===== src/rtl/mem_dump_reader_pkg.sv =====
// Shared constants and FSM encoding for the memory dump reader (also used by the program loader).
// MEM_DUMP_CHECKSUM_EN adds the CKSUM state used for the checksum trailer.
package mem_dump_pkg;

    localparam int unsigned BYTES_PER_WORD    = 4;
    localparam logic [31:0] DEFAULT_BASE_ADDR = 32'h0000_0000;
    localparam int unsigned DEFAULT_MAX_WORDS = 1024;

    typedef enum logic [2:0] {
        ST_IDLE  = 3'd0,
        ST_REQ   = 3'd1,
        ST_WAIT  = 3'd2,
        ST_SHIFT = 3'd3,
        ST_FIN   = 3'd4
`ifdef MEM_DUMP_CHECKSUM_EN
        ,
        ST_CKSUM = 3'd5
`endif
    } state_t;

    function automatic logic [31:0] clamp_count(input logic [31:0] requested,
                                                input logic [31:0] limit);
        logic [31:0] result;
        if (requested > limit) begin
            result = limit;
        end else begin
            result = requested;
        end
        return result;
    endfunction

endpackage


===== src/rtl/mem_dump_reader_if.sv =====
// Control, memory read port and byte stream of the dump reader bundled as one interface.
// master = the dump reader, slave = top level / memory / byte sink side.
interface mem_dump_reader_if;

    logic        start;
    logic [31:0] word_count;
    logic [31:0] mem_addr;
    logic        mem_re;
    logic        mem_ack;
    logic [31:0] mem_rdata;
    logic [7:0]  byte_data;
    logic        byte_valid;
    logic        byte_ready;
    logic        busy;
    logic        done;
    logic        truncated;
    logic [31:0] checksum;

    modport master (
        input  start, word_count, mem_ack, mem_rdata, byte_ready,
        output mem_addr, mem_re, byte_data, byte_valid, busy, done, truncated, checksum
    );

    modport slave (
        output start, word_count, mem_ack, mem_rdata, byte_ready,
        input  mem_addr, mem_re, byte_data, byte_valid, busy, done, truncated, checksum
    );

endinterface


===== src/rtl/mem_dump_reader_word_serializer.sv =====
// 32-bit to 8-bit little-endian serializer with valid/ready output and a 2-bit byte counter.
// last_fire flags the handshake of the fourth byte so the caller can chain the next word.
module word_serializer (
    input  logic        clk,
    input  logic        rst,
    input  logic        load,
    input  logic [31:0] load_data,
    input  logic        byte_ready,
    output logic [7:0]  byte_data,
    output logic        byte_valid,
    output logic        last_fire
);

    logic [31:0] shift_r;
    logic [1:0]  idx_r;
    logic        valid_r;
    logic        fire_s;

    assign fire_s     = valid_r & byte_ready;
    assign last_fire  = fire_s & (idx_r == 2'd3);
    assign byte_data  = shift_r[7:0];
    assign byte_valid = valid_r;

    // Shift register: load wins over a handshake so a trailer word can follow back to back.
    always_ff @(posedge clk or posedge rst) begin
        if (rst) begin
            shift_r <= 32'h0000_0000;
            idx_r   <= 2'd0;
            valid_r <= 1'b0;
        end else if (load) begin
            shift_r <= load_data;
            idx_r   <= 2'd0;
            valid_r <= 1'b1;
        end else if (fire_s) begin
            shift_r <= {8'h00, shift_r[31:8]};
            idx_r   <= idx_r + 2'd1;
            valid_r <= (idx_r != 2'd3);
        end else begin
            shift_r <= shift_r;
            idx_r   <= idx_r;
            valid_r <= valid_r;
        end
    end

endmodule


===== src/rtl/mem_dump_reader.sv =====
// Reads a word range back from memory and streams it out little-endian for host-side comparison.
// Optional MEM_DUMP_CHECKSUM_EN: running word checksum plus a 4-byte trailer before FIN.
module mem_dump_reader
    import mem_dump_pkg::*;
#(
    parameter logic [31:0] BASE_ADDR = DEFAULT_BASE_ADDR,
    parameter int unsigned MAX_WORDS = DEFAULT_MAX_WORDS
) (
    input  logic              clk,
    input  logic              rst,
    mem_dump_reader_if.master bus
);

    localparam logic [31:0] MAX_WORDS_C = 32'(MAX_WORDS);
    localparam logic [31:0] WORD_STRIDE = 32'(BYTES_PER_WORD);

    state_t      state_r;
    state_t      next_state_s;
    logic [31:0] count_r;
    logic [31:0] words_done_r;
    logic [31:0] mem_addr_r;
    logic [31:0] clamped_s;
    logic        mem_re_r;
    logic        busy_r;
    logic        done_r;
    logic        truncated_r;
    logic        accept_s;
    logic        capture_s;
    logic        next_word_s;
    logic        to_fin_s;
    logic        ser_load_s;
    logic [31:0] ser_load_data_s;
    logic        last_fire_s;
    logic [7:0]  ser_byte_s;
    logic        ser_valid_s;

    assign clamped_s = clamp_count(bus.word_count, MAX_WORDS_C);

`ifdef MEM_DUMP_CHECKSUM_EN
    logic [31:0] checksum_r;

    // Modulo-2^32 sum of every captured word, restarted by each accepted start.
    always_ff @(posedge clk or posedge rst) begin
        if (rst) begin
            checksum_r <= 32'h0000_0000;
        end else if (accept_s) begin
            checksum_r <= 32'h0000_0000;
        end else if (capture_s) begin
            checksum_r <= checksum_r + bus.mem_rdata;
        end else begin
            checksum_r <= checksum_r;
        end
    end

    assign bus.checksum = checksum_r;
`else
    assign bus.checksum = 32'h0000_0000;
`endif

    // FSM state register.
    always_ff @(posedge clk or posedge rst) begin
        if (rst) begin
            state_r <= ST_IDLE;
        end else begin
            state_r <= next_state_s;
        end
    end

    // Next-state logic and one-cycle control strobes for the datapath.
    always_comb begin
        next_state_s    = state_r;
        accept_s        = 1'b0;
        capture_s       = 1'b0;
        next_word_s     = 1'b0;
        to_fin_s        = 1'b0;
        ser_load_s      = 1'b0;
        ser_load_data_s = bus.mem_rdata;
        case (state_r)
            ST_IDLE: begin
                if (bus.start) begin
                    accept_s = 1'b1;
                    if (clamped_s == 32'd0) begin
                        to_fin_s     = 1'b1;
                        next_state_s = ST_FIN;
                    end else begin
                        next_state_s = ST_REQ;
                    end
                end else begin
                    next_state_s = ST_IDLE;
                end
            end
            ST_REQ, ST_WAIT: begin
                if (mem_re_r && bus.mem_ack) begin
                    capture_s    = 1'b1;
                    ser_load_s   = 1'b1;
                    next_state_s = ST_SHIFT;
                end else begin
                    next_state_s = ST_WAIT;
                end
            end
            ST_SHIFT: begin
                if (last_fire_s) begin
                    if ((words_done_r + 32'd1) < count_r) begin
                        next_word_s  = 1'b1;
                        next_state_s = ST_REQ;
                    end else begin
`ifdef MEM_DUMP_CHECKSUM_EN
                        ser_load_s      = 1'b1;
                        ser_load_data_s = checksum_r;
                        next_state_s    = ST_CKSUM;
`else
                        to_fin_s     = 1'b1;
                        next_state_s = ST_FIN;
`endif
                    end
                end else begin
                    next_state_s = ST_SHIFT;
                end
            end
`ifdef MEM_DUMP_CHECKSUM_EN
            ST_CKSUM: begin
                if (last_fire_s) begin
                    to_fin_s     = 1'b1;
                    next_state_s = ST_FIN;
                end else begin
                    next_state_s = ST_CKSUM;
                end
            end
`endif
            ST_FIN: begin
                next_state_s = ST_IDLE;
            end
            default: begin
                next_state_s = ST_IDLE;
            end
        endcase
    end

    // Request/address/word bookkeeping; mem_re stays up until the ack cycle.
    always_ff @(posedge clk or posedge rst) begin
        if (rst) begin
            count_r      <= 32'd0;
            words_done_r <= 32'd0;
            mem_addr_r   <= BASE_ADDR;
            mem_re_r     <= 1'b0;
            truncated_r  <= 1'b0;
        end else if (accept_s) begin
            count_r      <= clamped_s;
            words_done_r <= 32'd0;
            mem_addr_r   <= BASE_ADDR;
            mem_re_r     <= (clamped_s != 32'd0);
            truncated_r  <= (bus.word_count > MAX_WORDS_C);
        end else if (capture_s) begin
            mem_re_r <= 1'b0;
        end else if (next_word_s) begin
            words_done_r <= words_done_r + 32'd1;
            mem_addr_r   <= mem_addr_r + WORD_STRIDE;
            mem_re_r     <= 1'b1;
        end else begin
            mem_re_r <= mem_re_r;
        end
    end

    // Status flags: done/busy follow FIN entry, an accepted start re-arms them.
    always_ff @(posedge clk or posedge rst) begin
        if (rst) begin
            busy_r <= 1'b0;
            done_r <= 1'b0;
        end else if (to_fin_s) begin
            busy_r <= 1'b0;
            done_r <= 1'b1;
        end else if (accept_s) begin
            busy_r <= 1'b1;
            done_r <= 1'b0;
        end else begin
            busy_r <= busy_r;
            done_r <= done_r;
        end
    end

    word_serializer u_serializer (
        .clk        (clk),
        .rst        (rst),
        .load       (ser_load_s),
        .load_data  (ser_load_data_s),
        .byte_ready (bus.byte_ready),
        .byte_data  (ser_byte_s),
        .byte_valid (ser_valid_s),
        .last_fire  (last_fire_s)
    );

    assign bus.mem_addr   = mem_addr_r;
    assign bus.mem_re     = mem_re_r;
    assign bus.busy       = busy_r;
    assign bus.done       = done_r;
    assign bus.truncated  = truncated_r;
    assign bus.byte_data  = ser_byte_s;
    assign bus.byte_valid = ser_valid_s;

endmodule

===== src/flat_wrapper.sv =====
// flat-port wrapper written by rule: the top's interface ports become plain ports
module mem_dump_reader_flat import mem_dump_pkg::*;
#(
    parameter logic [31:0] BASE_ADDR = DEFAULT_BASE_ADDR,
    parameter int unsigned MAX_WORDS = DEFAULT_MAX_WORDS
)
  (clk, rst, bus_start, bus_word_count, bus_mem_ack, bus_mem_rdata, bus_byte_ready, bus_mem_addr, bus_mem_re, bus_byte_data, bus_byte_valid, bus_busy, bus_done, bus_truncated, bus_checksum);
  mem_dump_reader_if bus_i ();
  input  logic clk;
  input  logic rst;
  input wire logic [$bits(bus_i.start)-1:0] bus_start;
  input wire logic [$bits(bus_i.word_count)-1:0] bus_word_count;
  input wire logic [$bits(bus_i.mem_ack)-1:0] bus_mem_ack;
  input wire logic [$bits(bus_i.mem_rdata)-1:0] bus_mem_rdata;
  input wire logic [$bits(bus_i.byte_ready)-1:0] bus_byte_ready;
  output wire logic [$bits(bus_i.mem_addr)-1:0] bus_mem_addr;
  output wire logic [$bits(bus_i.mem_re)-1:0] bus_mem_re;
  output wire logic [$bits(bus_i.byte_data)-1:0] bus_byte_data;
  output wire logic [$bits(bus_i.byte_valid)-1:0] bus_byte_valid;
  output wire logic [$bits(bus_i.busy)-1:0] bus_busy;
  output wire logic [$bits(bus_i.done)-1:0] bus_done;
  output wire logic [$bits(bus_i.truncated)-1:0] bus_truncated;
  output wire logic [$bits(bus_i.checksum)-1:0] bus_checksum;
  assign bus_i.start = bus_start;
  assign bus_i.word_count = bus_word_count;
  assign bus_i.mem_ack = bus_mem_ack;
  assign bus_i.mem_rdata = bus_mem_rdata;
  assign bus_i.byte_ready = bus_byte_ready;
  assign bus_mem_addr = bus_i.mem_addr;
  assign bus_mem_re = bus_i.mem_re;
  assign bus_byte_data = bus_i.byte_data;
  assign bus_byte_valid = bus_i.byte_valid;
  assign bus_busy = bus_i.busy;
  assign bus_done = bus_i.done;
  assign bus_truncated = bus_i.truncated;
  assign bus_checksum = bus_i.checksum;
  mem_dump_reader #(.BASE_ADDR(BASE_ADDR), .MAX_WORDS(MAX_WORDS)) u_core (.clk(clk), .rst(rst), .bus(bus_i));
endmodule

===== config.mk =====
export PLATFORM = sky130hd
export DESIGN_NAME = mem_dump_reader_flat
export DESIGN_NICKNAME = d
export VERILOG_FILES = /design/src/rtl/mem_dump_reader_pkg.sv /design/src/rtl/mem_dump_reader_if.sv /design/src/rtl/mem_dump_reader_word_serializer.sv /design/src/rtl/mem_dump_reader.sv /design/src/flat_wrapper.sv
export SDC_FILE = /design/constraint.sdc
export NUM_CORES = 1
export LEC_CHECK = 0
export CAP_MARGIN = 40
export CORE_MARGIN = 1.5
export CORE_UTILIZATION = 52
export DETAILED_ROUTE_END_ITERATION = 8
export HOLD_SLACK_MARGIN = 0.02
export PLACE_DENSITY = 0.81
export SYNTH_ARGS = -nofsm -noshare
export SYNTH_HDL_FRONTEND = slang
export SYNTH_HIERARCHICAL = 1
export SYNTH_SLANG_ARGS = --single-unit

===== constraint.sdc =====
create_clock -name clk -period 8.6 [get_ports clk]
set_input_delay 0.86 -clock clk [delete_from_list [all_inputs] [get_ports clk]]
set_output_delay 0.86 -clock clk [all_outputs]
set_load 0.02 [all_outputs]

==> flow_summary.toml <==
[global_routing]
track_usage_pct = 22.2
grt_pass1_vias = 5955
antenna_found_initial = 0
grt_max_degree = 93
grt_pass1_wl_um = 28800
globalRoute.totalOverflow = 0

[synthesis]
synth_area_um2 = 7960
synth.distinct_cells = 59
postSynthAreaPerCell_um2 = 9.32
async_reset_ff_share_pct = 100
ys_seq_area_share_pct = 42.8
synth_edf_count = 0
syn_inst = 854
synth-seq-cells = 136
yosysWarnings = 6
synthFlopType = "dfrtp_1"

[finish]
drive_above_1_share_pct = 7.88
layout_commonest_cell = "dfrtp_1"
n_antenna_cell = 0
finalNetCount = 1044
mostFrequentLayoutCells = "dfrtp_1 (136), nand2_1 (115), clkdlybuf4s50_1 (111)"
area_growth_pct = 19.1

[detailed_routing]
drt-total-wl_um = 17100
drc_errors = 0
highest_layer = "met4"
met3WireLength_um = 951
num_vias = 6346
drtIter0Drc = 507
route.met2.wl_um = 8060
wl_per_cell_um = 15.0
met1Wirelength_um = 7740
firstDrtPassIters = 5
vias_per_cell = 5.57
ant_nets = 0

[job]
cap_violations = 0

[timing]
setup_violations = 0
timing.fmax_ghz = 0.203
finClkSkew_ps = 10.5
finalHoldViolations = 0
slew_headroom_pct = 49.5
worst_slew_pin_slew_ps = 758
setup_slack_ps = 3680
fin_crit_sh_pct = 57.2
min_period_ps = 4920
drv_slew = 0
fin_tns_setup_ps = 0
rsz0062_at_grt = "no"

[clock_tree]
postCtsSetupBuffers = 0
cts_tree = "yes"
cts.repair.resized = 0
clock_sinks = 136
clk_latency_ps = 420
cts_buffer_depth = 2
hold_buffers = 0
cts_buffers = 17
h-tree-depth = 4
root_buffer = "clkbuf_16"
path_clk_slew_ps = 60

[critical_path]
crit_fanout = 25
arrival_ps = 5220
required_ps = 8900
end_kind = "flop"
critPathKind = "reg2reg"
start_kind = "flop"

[floorplanning]
io_pins = 146
core_area_um2 = 15100
start_util_pct = 52.7
die_w_um = 127
rows = 45
die_h_um = 127
die_area_um2 = 16100

[status]
status = "finished, final reports clean"

[place]
dp_hpwl_um = 11400
gp_congestion = 0.850
port_buffers = 111
dp_slack_ps = 3740

[pwr]
leakagePower_uw = 0.00452
power_density_nw_per_um2 = 144
ir_drop_mv = 0.140

[hold_path]
hp-class = "reg2reg"
-- flip-flops by register name, indices dropped and copies added (netlist names), 2 cells and up --
signal                       flops
u_core/count_r                  32
u_core/u_serializer/shift_r     32
u_core/words_done_r             32
u_core/bus.mem_addr             30
u_core/state_r                   3
u_core/u_serializer/idx_r        2
-- cells by family after synthesis --
kind of cell	share of synthesized area [%]
other	0.0471
multiplexers	1.16
adder cells (fa/ha/maj)	5.35
buffers and inverters	9.25
XOR/XNOR	3.96
flip-flops	42.8
AO/OA/AOI/OAI	12.5
AND/OR/NAND/NOR	24.9
-- final timing paths --
check                                                    from                             endpoint  slack (ps)  cells after the start
min reg2reg                       u_core/bus.done$_DFFE_PP0P_          u_core/bus.done$_DFFE_PP0P_         480                      2
max in group asynchronous                                 rst  u_core/words_done_r[11]$_DFFE_PP0P_        6600                      3
max                        u_core/words_done_r[2]$_DFFE_PP0P_  u_core/words_done_r[18]$_DFFE_PP0P_        3680                     14
min in group asynchronous                                 rst  u_core/bus.mem_addr[12]$_DFFE_PP0P_         890                      2
max reg2reg                u_core/words_done_r[2]$_DFFE_PP0P_  u_core/words_done_r[18]$_DFFE_PP0P_        3680                     14
min                               u_core/bus.done$_DFFE_PP0P_          u_core/bus.done$_DFFE_PP0P_         480                      2
-- per-layer routing --
layer | track usage (%) | up-vias
met5 | 0 | -
met4 | 7.62 | 0
met1 | 30.4 | 3039
met3 | 5.57 | 27
li1 | - | 3098
met2 | 34.6 | 182
-- area by class of cell --
class / count / area [µm²]
Sequential cell: 136 / 3400
Tap cell: 188 / 235
Clock buffer: 21 / 450
Multi-Input combinational cell: 616 / 3960
Fill cell: 1249 / 5610
Clock inverter: 9 / 55.1
Inverter: 47 / 179
Timing Repair Buffer: 123 / 1200
-- synth_stat cells (9+ instances only) --
cell | number | share of area [%]
nand2_1 | 115 | 5.4
inv_1 | 47 | 2.2
and3_1 | 29 | 2.3
dfrtp_1 | 136 | 43
or3_1 | 10 | 0.79
ha_1 | 34 | 5.3
xor2_1 | 10 | 1.1
nor3_1 | 12 | 0.75
nor2_1 | 50 | 2.4
nand3_1 | 52 | 3.3
a21oi_1 | 25 | 1.6
o21ai_0 | 23 | 1.4
o211ai_2 | 13 | 2.0
o31ai_1 | 10 | 0.94
nand2b_1 | 24 | 1.9
buf_4 | 45 | 4.2
xnor2_1 | 26 | 2.9
o21ai_1 | 9 | 0.57
clkbuf_1 | 15 | 0.71
nand4b_1 | 27 | 3.0
and4_1 | 9 | 0.99
buf_2 | 17 | 1.1
-- critical path, cell delays in order, from the launching register on --
cell and delay (ps):
dfrtp_1 450, nand3_1 160, or3_1 460, nor3_1 490
and4_1 280, xor2_1 90, ha_1 290, and4_1 220
nand2_1 60, o311a_2 420, a311oi_4 490, or3_1 610
buf_4 400, nor3_1 90, a221o_1 260
-- report_power, final --
group	leakage [µW]	internal [µW]	switching [µW]	total, µW
Clock	0.000252	369	262	632
Combinational	0.00250	37.3	46.0	83.4
Sequential	0.00177	649	2.53	651
-- through the flow --
| stage | area [µm²] | instances | hold WS (ps) | total power [µW] | util (%) |
|---|---|---|---|---|---|
| finish | 9480 | 1140 | 482 | 1370 | 62.8 |
| global route | 9480 | 1140 | 513 | 1420 | 62.8 |
| CTS | 9480 | 1140 | 490 | 1380 | 62.8 |
| detailed placement | 8970 | 1110 | 477 | 747 | 59.5 |
| global placement | 8950 | 1107 | 465 | 746 | 59.3 |
| floorplan | 8080 | 887 | 464 | 715 | - |
Note: power is estimated with default switching activity, not from simulation.
